### src/rtl/bht_predictor.sv
// rtl/bht_predictor.sv - two-bit branch history table with global history; gshare indexing under BHT_GSHARE_EN
module bht_predictor #(
    parameter int IDX_BITS = 6,
    parameter int GHR_BITS = 6
) (
    input  logic                clk,
    input  logic                rst,
    input  logic                pred_valid,
    input  logic [31:0]         pred_pc,
    output logic                pred_resp_valid,
    output logic                pred_taken,
    output logic [GHR_BITS-1:0] pred_ghr,
    input  logic                upd_valid,
    input  logic [31:0]         upd_pc,
    input  logic                upd_br_en,
    input  logic                upd_pred_taken,
    input  logic [GHR_BITS-1:0] upd_ghr,
    output logic                mispredict
);

    localparam int ENTRIES = 1 << IDX_BITS;

    logic [1:0]          table_q [ENTRIES];
    logic [GHR_BITS-1:0] ghr_q;
    logic [GHR_BITS-1:0] ghr_eff;
    logic [IDX_BITS-1:0] ghr_ext;
    logic [IDX_BITS-1:0] lk_idx;
    logic [IDX_BITS-1:0] upd_idx;
    logic [1:0]          upd_ctr;
    logic [1:0]          upd_ctr_next;
    logic [1:0]          lk_ctr;
    logic                unused_bits;

    // History seen by a lookup includes a same-cycle resolution (write-first)
    always_comb begin
        ghr_eff = ghr_q;
        if (upd_valid) begin
            ghr_eff = {ghr_q[GHR_BITS-2:0], upd_br_en};
        end
        ghr_ext = '0;
        ghr_ext[GHR_BITS-1:0] = ghr_eff;
    end

`ifdef BHT_GSHARE_EN
    logic [IDX_BITS-1:0] upd_ghr_ext;

    always_comb begin
        upd_ghr_ext = '0;
        upd_ghr_ext[GHR_BITS-1:0] = upd_ghr;
        lk_idx  = pred_pc[IDX_BITS+1:2] ^ ghr_ext;
        upd_idx = upd_pc[IDX_BITS+1:2] ^ upd_ghr_ext;
    end

    assign unused_bits = ^{pred_pc[31:IDX_BITS+2], pred_pc[1:0],
                           upd_pc[31:IDX_BITS+2], upd_pc[1:0]};
`else
    always_comb begin
        lk_idx  = pred_pc[IDX_BITS+1:2];
        upd_idx = upd_pc[IDX_BITS+1:2];
    end

    assign unused_bits = ^{pred_pc[31:IDX_BITS+2], pred_pc[1:0],
                           upd_pc[31:IDX_BITS+2], upd_pc[1:0], upd_ghr, ghr_ext};
`endif

    always_comb begin
        upd_ctr      = table_q[upd_idx];
        upd_ctr_next = upd_ctr;
        if (upd_br_en) begin
            if (upd_ctr != 2'b11) upd_ctr_next = upd_ctr + 2'b01;
        end else begin
            if (upd_ctr != 2'b00) upd_ctr_next = upd_ctr - 2'b01;
        end
        lk_ctr = table_q[lk_idx];
        if (upd_valid && (upd_idx == lk_idx)) begin
            lk_ctr = upd_ctr_next;
        end
    end

    always_ff @(posedge clk) begin
        if (rst) begin
            for (int i = 0; i < ENTRIES; i++) begin
                table_q[i] <= 2'b01;
            end
            ghr_q           <= '0;
            pred_resp_valid <= 1'b0;
            pred_taken      <= 1'b0;
            pred_ghr        <= '0;
            mispredict      <= 1'b0;
        end else begin
            if (upd_valid) begin
                table_q[upd_idx] <= upd_ctr_next;
            end
            ghr_q           <= ghr_eff;
            pred_resp_valid <= pred_valid;
            pred_taken      <= pred_valid & lk_ctr[1];
            pred_ghr        <= pred_valid ? ghr_eff : '0;
            mispredict      <= upd_valid & (upd_br_en != upd_pred_taken);
        end
    end

endmodule

### config.mk
export PLATFORM = sky130hd
export DESIGN_NAME = bht_predictor
export DESIGN_NICKNAME = d
export VERILOG_FILES = /design/src/rtl/bht_predictor.sv
export SDC_FILE = /design/constraint.sdc
export NUM_CORES = 1
export LEC_CHECK = 0
export ABC_CLOCK_PERIOD_IN_PS = 6300
export CAP_MARGIN = 20
export CORE_MARGIN = 3
export CORE_UTILIZATION = 60
export CTS_BUF_LIST = sky130_fd_sc_hd__clkbuf_8
export DETAILED_ROUTE_END_ITERATION = 10
export PLACE_DENSITY_LB_ADDON = 0.08
export SYNTH_ARGS = -nofsm -noshare
export SYNTH_HDL_FRONTEND = slang
export SYNTH_SLANG_ARGS = --single-unit
### constraint.sdc
create_clock -name clk -period 6.3 [get_ports clk]
set_clock_uncertainty 0.2 [all_clocks]
set_input_delay 1.89 -clock clk [delete_from_list [all_inputs] [get_ports clk]]
set_output_delay 1.89 -clock clk [all_outputs]
set_load 0.005 [all_outputs]
After elaboration in Yosys (flattened, before gate mapping)
Memory sizes are Yosys's and may differ from the RTL's. Cells that the tools add are included.

Flip-flop bits (word level): 15. Bits in latches: 0. Memory bits (writable): 128. ROM bits: 0. Bits of input ports: 76. Output and inout port bits: 9. Word-level logic and storage cells: 31. Memories kept: 1.

Memories: table_q (depth 64, width 2, rd ports 2, clocked after Yosys merged registers in 0, write ports 64, RTL line 23) `logic [1:0] table_q [ENTRIES];`.

Add/subtract/negate cells: 2. Multipliers: 0. Div/mod/pow operators: 0. $lt $le $gt $ge: 0. Eq/ne operators: 3. Shifts and indexed selects: 0. Muxes and demuxes: 13. Bitwise operators: 3. Reduce and logical (&&, ||, !) cells: 4.

Operator list (number): 2-to-1 mux 6 bit (2); 2-to-1 mux 2 bit (5); == test 6 bit (1); 2-to-1 mux 1 bit (6); OR reduction 2 bit (2); adder 2 x 1 -> 2 bit (second input constant) (1); bitwise AND 1 bit (2); inequality test 2 bit (second input constant) (1); nonzero test 2 bit (1); subtractor 2 x 1 -> 2 bit (second input constant) (1); logical AND 1 bit (1); inequality test 1 bit (1); NOT 1 bit (1).

Logic depth before layout (Yosys ltp)
Gate-level depths: netlist (run 1). An unclocked memory read counts as a cell.

Word-level depth: 6. Mapped depth: 13. Depth with buffers taken out: 7.

Worst setup path after synthesis (run 1)
OpenSTA, ideal clock, no wires.

Path kind: input to register. From: input upd_pc[3]. To: memory table_q[27][0], data pin. Library setup time: 139 ps. Data arrival time: 4297 ps. Required time: 5961 ps. Setup slack: 1663 ps. Stages: 10. Path buffers: 3. Path through: buf_6 mux4_2 a32o_1 a221oi_2 o221ai_1 or4b_4 maj3_2 buf_6 buf_6 nand4_1.

RTL lines: start: declaration (RTL line 14) `input logic [31:0] upd_pc,`; end: declaration (RTL line 23).

==> impl_metrics.py, run 1 <==
metrics = {
    "setup_path": {
        "crit_chain": "clkdlybuf4s50_1 > nor2b_1 > nor2b_1 > buf_4 > nand3_1 > o311ai_0 > or4b_4 > maj3_2 > buf_4 > nand4_1",
        "critPathArrivalTime_ns": 5.10,
        "path_buf_inv": 3,
        "crit_required_ns": 6.25,
        "cpMaxStageDelayCell": "clkdlybuf4s50_1",
        "cp_slowest_stage_delay_ns": 0.77,
        "worstPathMaxFanout": 34,
        "crit_start": "upd_pc[6]",
        "end_kind": "flip-flop",
        "start_kind": "input port",
        "rr_startpoint": "table_q[29][0]",
        "cp_top_family": "simple AND/OR/NAND/NOR gates",
        "criticalPathCategory": "in2reg",
    },
    "floorplanning": {
        "start_util_pct": 62.4,
        "die_area_um2": 14100,
        "ioPinCount": 85,
        "rows": 40,
        "chipWidth_um": 119,
        "core_um2": 12200,
        "chipHeight_um": 119,
    },
    "cells_and_area": {
        "antenna_cells": 0,
        "syn2layout_area_growth_pct": 10.3,
        "fill_cells": 914,
        "seqCellArea_um2": 4140,
        "drive_above_1_share_pct": 17.2,
        "multi_input_area_um2": 3140,
        "design_area_um2": 8410,
        "fin_nets": 713,
    },
    "sta": {
        "fin_ws_ns": 1.16,
        "grt_setup_unrepaired": "no",
        "timing.final.crit_period_ns": 5.14,
        "finalCritPeriodShare_pct": 81.6,
        "finalHoldViolations": 0,
        "fmax_mhz": 195,
        "timing.setup.tns_ns": 0,
        "finalMaxSlewViolations": 0,
        "slew_headroom_pct": 26.5,
        "finalSetupViolCount": 0,
        "worst-slew-pin-transition_ns": 1.09,
    },
    "grt": {
        "grt_pass1_wl_um": 30400,
        "grt_use_total_pct": 28.9,
        "grt_antenna_before_repair": 0,
        "grt_pass1_vias": 5419,
        "grt_max_degree": 74,
        "gr-total-overflow": 0,
    },
    "place": {
        "gp_congestion": 0.974,
        "postPlaceCellArea_um2": 7970,
        "io_buffers": 26,
        "hpwlAfterDp_um": 13300,
        "pre_cts_slack_ns": 0.780,
    },
    "clock_tree": {
        "cts_setup_buffers": 0,
        "cts_htree_levels": 4,
        "cts_tree": "yes",
        "hold_buffers": 0,
        "cts_sinks": 143,
        "insertion_delay_ns": 0.45,
        "clkTransAtPathRegs_ns": 0.08,
        "ctsResizeCount": 0,
        "clock_path_buffers": 2,
        "clockRootBuffer": "clkbuf_8",
        "numCtsBuffers": 17,
    },
    "min_path": {
        "hold_path.class": "reg2reg",
        "min-delay-start": "ghr_q[5]",
    },
    "detailed_routing": {
        "vias": 5562,
        "wl_um": 19700,
        "drt-vias-per-instance": 6.80,
        "first_pass_iters": 5,
        "post_drt_wl_per_cell_um": 24.1,
        "ant_nets": 0,
        "drc": 0,
        "drt-initial-drc-count": 731,
    },
    "synth": {
        "syn-cell-area_um2": 7620,
        "synth_edf_count": 128,
        "yosysWarningCount": 0,
        "synth_ff_type": "edfxtp_1",
        "ys_seq_area_share_pct": 54.4,
        "syn-num-nets": 708,
        "synth-async-reset-ratio_pct": 0,
        "ys_types": 54,
        "syn_avg_cell_area_um2": 12.1,
        "synth_cells": 632,
        "ys_seq_elements": 143,
    },
    "run_status": {
        "status": "complete, no violations",
    },
    "power_and_ir_drop": {
        "ir_drop_mv": 0.331,
        "p_leak_nw": 2.77,
        "power_density_nw_per_um2": 254,
    },
    "flow_run": {
        "drv_cap": 0,
    },
}
[Yosys cell counts, types with 2 or more instances]
cell type | number | area [um^2]
edfxtp_1 | 128 | 3840
xnor2_1 | 4 | 35.0
a221oi_1 | 4 | 35.0
and2_1 | 7 | 43.8
nand2_1 | 39 | 146
nand4_1 | 10 | 62.6
buf_4 | 2 | 15.0
nand3_1 | 55 | 275
clkbuf_1 | 35 | 131
nor2b_1 | 7 | 43.8
buf_1 | 12 | 45.0
o22ai_1 | 3 | 18.8
mux2i_1 | 28 | 280
o221ai_1 | 3 | 26.3
o21bai_1 | 8 | 60.1
nor2_1 | 44 | 165
buf_6 | 8 | 90.1
nor3b_1 | 3 | 22.5
nand2b_1 | 22 | 138
o21ai_0 | 6 | 30.0
mux4_2 | 37 | 833
a21oi_1 | 4 | 20.0
nand3b_1 | 3 | 22.5
inv_1 | 2 | 7.51
buf_2 | 10 | 50.1
o211ai_1 | 3 | 22.5
xor2_1 | 3 | 26.3
a22oi_1 | 6 | 45.0
or2_2 | 10 | 62.6
nor3_1 | 51 | 255
dfxtp_1 | 15 | 300
a211oi_1 | 5 | 37.5
clkinv_1 | 3 | 11.3
a21o_1 | 32 | 240
[registers in the layout, summed over array words and instances, names as in the netlist]
signal,flops
mispredict,1
pred_ghr,6
pred_taken,1
ghr_q,6
pred_resp_valid,1
table_q,128
[metrics by stage]
| stage | util [%] | instances | hold slack (ns) | power (W) |
|---|---|---|---|---|
| 2_1_floorplan | - | 632 | 0.262 | 0.00128 |
| 6_report | 68.9 | 818 | 0.313 | 0.00214 |
| 5_1_grt | 68.9 | 818 | 0.345 | 0.00220 |
| 3_3_place_gp | 65.3 | 786 | 0.280 | 0.00135 |
| 3_5_place_dp | 65.3 | 786 | 0.300 | 0.00135 |
| 4_1_cts | 68.9 | 818 | 0.317 | 0.00214 |
[path summary, 6_finish.rpt]
kind	depth (start not counted)	end	slack, ns
min	2	ghr_q[5]	0.31
max	10	table_q[29][0]	1.16
max reg2reg	8	table_q[46][0]	3.06
min reg2reg	2	ghr_q[5]	0.31
[layer usage]
metal | wire [um] | GRT usage, % | share of wire [%]
met1 | 7470 | 38.4 | 38
met2 | 9510 | 45.3 | 48
met3 | 2030 | 7.85 | 10
met4 | 688 | 11.7 | 3.5
met5 | 0 | 0 | 0
[power breakdown]
| group | switching, W | internal, W | leakage (nW) |
|---|---|---|---|
| sequential | 0.0000122 | 0.00105 | 1.27 |
| combinational | 0.000172 | 0.0000983 | 1.28 |
| clock | 0.000338 | 0.000463 | 0.224 |
| total | 0.000522 | 0.00161 | 2.77 |
[worst min-delay path: stages, from the launching register on]
cell     delay, ns
dfxtp_1       0.31
mux2i_1       0.06
nor2_1        0.11
[layout make-up]
type	instances	share of cell area, %
clock buffers	17	2.78
clock inverters	15	2.41
inverters	5	0.223
multi-input cells	417	37.3
flip-flops and latches	143	49.3
well taps	168	2.50
repair buffers	53	5.47
[kinds of logic after synthesis]
logic type               synth area share, %
buffers and inverters                   4.60
adder cells (fa/ha/maj)                0.279
flip-flops                              54.4
XOR/XNOR                               0.804
AND/OR/NAND/NOR                         17.1
multiplexers                            14.8
AO/OA/AOI/OAI                           8.12
[placed cells by master, fill, tap and decap left out, types with 2 or more instances in the layout]
master	count
nand2_1	39
edfxtp_1	128
clkinv_2	2
nor2_1	44
xor2_1	3
o21bai_1	8
nand3_1	55
a21o_1	32
or2_2	10
a221oi_1	4
nor3b_1	2
a22oi_1	6
a211oi_1	5
and2_1	7
o211ai_1	3
maj3_2	2
nand4_1	10
nand3b_1	3
o22ai_1	3
xnor2_1	4
buf_2	3
a21oi_1	4
o221ai_1	3
clkinvlp_4	2
mux4_2	37
nor2b_1	7
nand2b_1	22
o21ai_0	6
dfxtp_1	15
clkinv_1	5
clkbuf_8	17
inv_1	5
mux2i_1	28
clkdlybuf4s50_1	23
nor3_1	50
bufinv_16	5
buf_4	26
(Power assumes the default switching activity.)
==> run 2: changes to the inputs <==
--- a/config.mk
+++ b/config.mk
@@ -5,10 +5,10 @@
 export SDC_FILE = /design/constraint.sdc
 export NUM_CORES = 1
 export LEC_CHECK = 0
-export ABC_CLOCK_PERIOD_IN_PS = 6300
+export ABC_CLOCK_PERIOD_IN_PS = 4450
 export CAP_MARGIN = 20
 export CORE_MARGIN = 3
-export CORE_UTILIZATION = 60
+export CORE_UTILIZATION = 53
 export CTS_BUF_LIST = sky130_fd_sc_hd__clkbuf_8
 export DETAILED_ROUTE_END_ITERATION = 10
 export PLACE_DENSITY_LB_ADDON = 0.08
==> constraint.sdc (replaced) <==
create_clock -name clk -period 4.45 [get_ports clk]
set_clock_uncertainty 0.2 [all_clocks]
set_input_delay 1.335 -clock clk [delete_from_list [all_inputs] [get_ports clk]]
set_output_delay 1.335 -clock clk [all_outputs]
set_load 0.005 [all_outputs]
==> impl_metrics.py, run 2 (synthesis results as in run 1) <==
metrics = {
    "floorplanning": {
        "chipWidth_um": 126,
        "die_area_um2": 15900,
        "core_um2": 14000,
        "rows": 43,
        "start_util_pct": 54.5,
        "ioPinCount": 85,
        "chipHeight_um": 126,
    },
    "place": {
        "hpwlAfterDp_um": 15200,
        "pre_cts_slack_ns": -0.109,
        "io_buffers": 26,
        "gp_congestion": 0.972,
        "postPlaceCellArea_um2": 8450,
    },
    "clock_tree": {
        "clockRootBuffer": "clkbuf_8",
        "hold_buffers": 0,
        "numCtsBuffers": 17,
        "cts_htree_levels": 4,
        "clkTransAtPathRegs_ns": 0.08,
        "clock_path_buffers": 2,
        "cts_setup_buffers": 0,
        "insertion_delay_ns": 0.45,
        "cts_tree": "yes",
        "cts_sinks": 143,
        "ctsResizeCount": 0,
    },
    "sta": {
        "hold_ws_ns": 0.322,
        "timing.final.crit_period_ns": 4.15,
        "finalSetupViolCount": 0,
        "worst-slew-pin-transition_ns": 0.539,
        "finalMaxSlewViolations": 0,
        "finalHoldViolations": 0,
        "timing.setup.tns_ns": 0,
        "finalCritPeriodShare_pct": 93.4,
        "fin_ws_ns": 0.296,
        "fmax_mhz": 241,
        "slew_headroom_pct": 64.1,
        "grt_setup_unrepaired": "no",
    },
    "setup_path": {
        "cpMaxStageDelayCell": "clkdlybuf4s50_1",
        "worstPathMaxFanout": 24,
        "end_kind": "flip-flop",
        "cp_top_family": "buffers and inverters",
        "r2r_cells": 8,
        "cp.depth": 10,
        "cp_slowest_stage_delay_ns": 0.50,
        "crit_required_ns": 4.42,
        "path_buf_inv": 3,
        "start_kind": "input port",
        "critPathArrivalTime_ns": 4.13,
        "criticalPathCategory": "in2reg",
        "crit_chain": "clkdlybuf4s50_1 > buf_12 > and2b_1 > a221oi_1 > o221ai_1 > a22oi_1 > and4_1 > maj3_2 > buf_4 > nand3_1",
    },
    "power_and_ir_drop": {
        "power_density_nw_per_um2": 337,
        "power_w": 0.00297,
        "p_int_w": 0.00220,
        "p_clk_share_pct": 34.1,
        "p_seq_share_pct": 50.6,
        "netSwitchingFraction_pct": 25.9,
        "p_sw_w": 0.000770,
        "p_leak_nw": 3.03,
        "ir_drop_mv": 0.209,
        "comb_power_share_pct": 15.3,
    },
    "cells_and_area": {
        "drive_above_1_share_pct": 23.0,
        "final_common_cell": "edfxtp_1",
        "fill_cells": 1126,
        "syn2layout_area_growth_pct": 15.9,
        "top_regs": "table_q (128), ghr_q (6), pred_ghr (6)",
        "final_cell_mix": "edfxtp_1, buf_4, nand3_1, nor3_1, nor2_1",
        "fin_nets": 758,
        "largest_reg_flops": 128,
        "regMostFlops": "table_q",
        "antenna_cells": 0,
        "design_area_um2": 8840,
    },
    "detailed_routing": {
        "drc": 0,
        "vias": 5553,
        "wl_um": 21100,
        "drt-initial-drc-count": 599,
        "post_drt_wl_per_cell_um": 24.1,
        "ant_nets": 0,
        "first_pass_iters": 5,
        "drt-vias-per-instance": 6.35,
    },
    "run_status": {
        "status": "complete, no violations",
    },
    "grt": {
        "grt_antenna_before_repair": 0,
        "grt_pass1_wl_um": 32700,
        "gr-total-overflow": 0,
        "grt_max_degree": 48,
        "grt_pass1_vias": 5598,
        "grt_use_total_pct": 27.7,
    },
    "flow_run": {
        "drv_cap": 0,
    },
    "min_path": {
        "holdPathStages": 2,
        "hold_path.class": "reg2reg",
    },
}
## run 2: changes by cell type in the layout (fill, tap and decap cells not counted), sizes merged
cell	before	now
bufinv	5	2
clkinvlp	2	0
clkinv	8	10
clkbuf	17	19
inv	5	6
buf	30	75
## run 2: power by group through the flow
stage / Sequential [W] / Clock (W) / Combinational (W)
3_5_place_dp: 0.00154 / 0 / 0.000451
5_1_grt: 0.00151 / 0.00108 / 0.000483
6_report: 0.00151 / 0.00101 / 0.000455
4_1_cts: 0.00150 / 0.00102 / 0.000454
3_3_place_gp: 0.00153 / 0 / 0.000446
2_1_floorplan: 0.00153 / 0 / 0.000284
## run 2: per-layer routing
metal / share of wire [%] / GRT usage [%]
met1: 41 / 37.5
met2: 49 / 44.7
met3: 8.2 / 7.55
met4: 2.0 / 7.38
met5: 0 / 0
## run 2: stage by stage
step,instances,util (%)
floorplan,632,-
CTS,875,63.2
global placement,843,60.4
finish,875,63.2
global route,875,63.2
detailed placement,843,60.4
## run 2: cell type report
cell class	instances	area, um^2	share of cell area (%)
flip-flops and latches	143	4140	46.9
multi-input cells	417	3140	35.5
repair buffers	98	923	10.5
clock buffers	19	262	2.96
well taps	180	225	2.55
clock inverters	13	123	1.39
inverters	5	18.8	0.212
## run 2: worst min-delay path, cell delays in order, from the launching register on
cell and delay, ns:
dfxtp_1 0.31, mux2i_1 0.06, nor2_1 0.11
## run 2: final timing paths
check                        end      startpoint  slack [ns]
hold / removal          ghr_q[5]        ghr_q[5]        0.32
hold reg to reg         ghr_q[5]        ghr_q[5]        0.32
setup / recovery  table_q[23][0]       upd_pc[2]        0.30
setup reg to reg  table_q[23][0]  table_q[31][0]        1.20
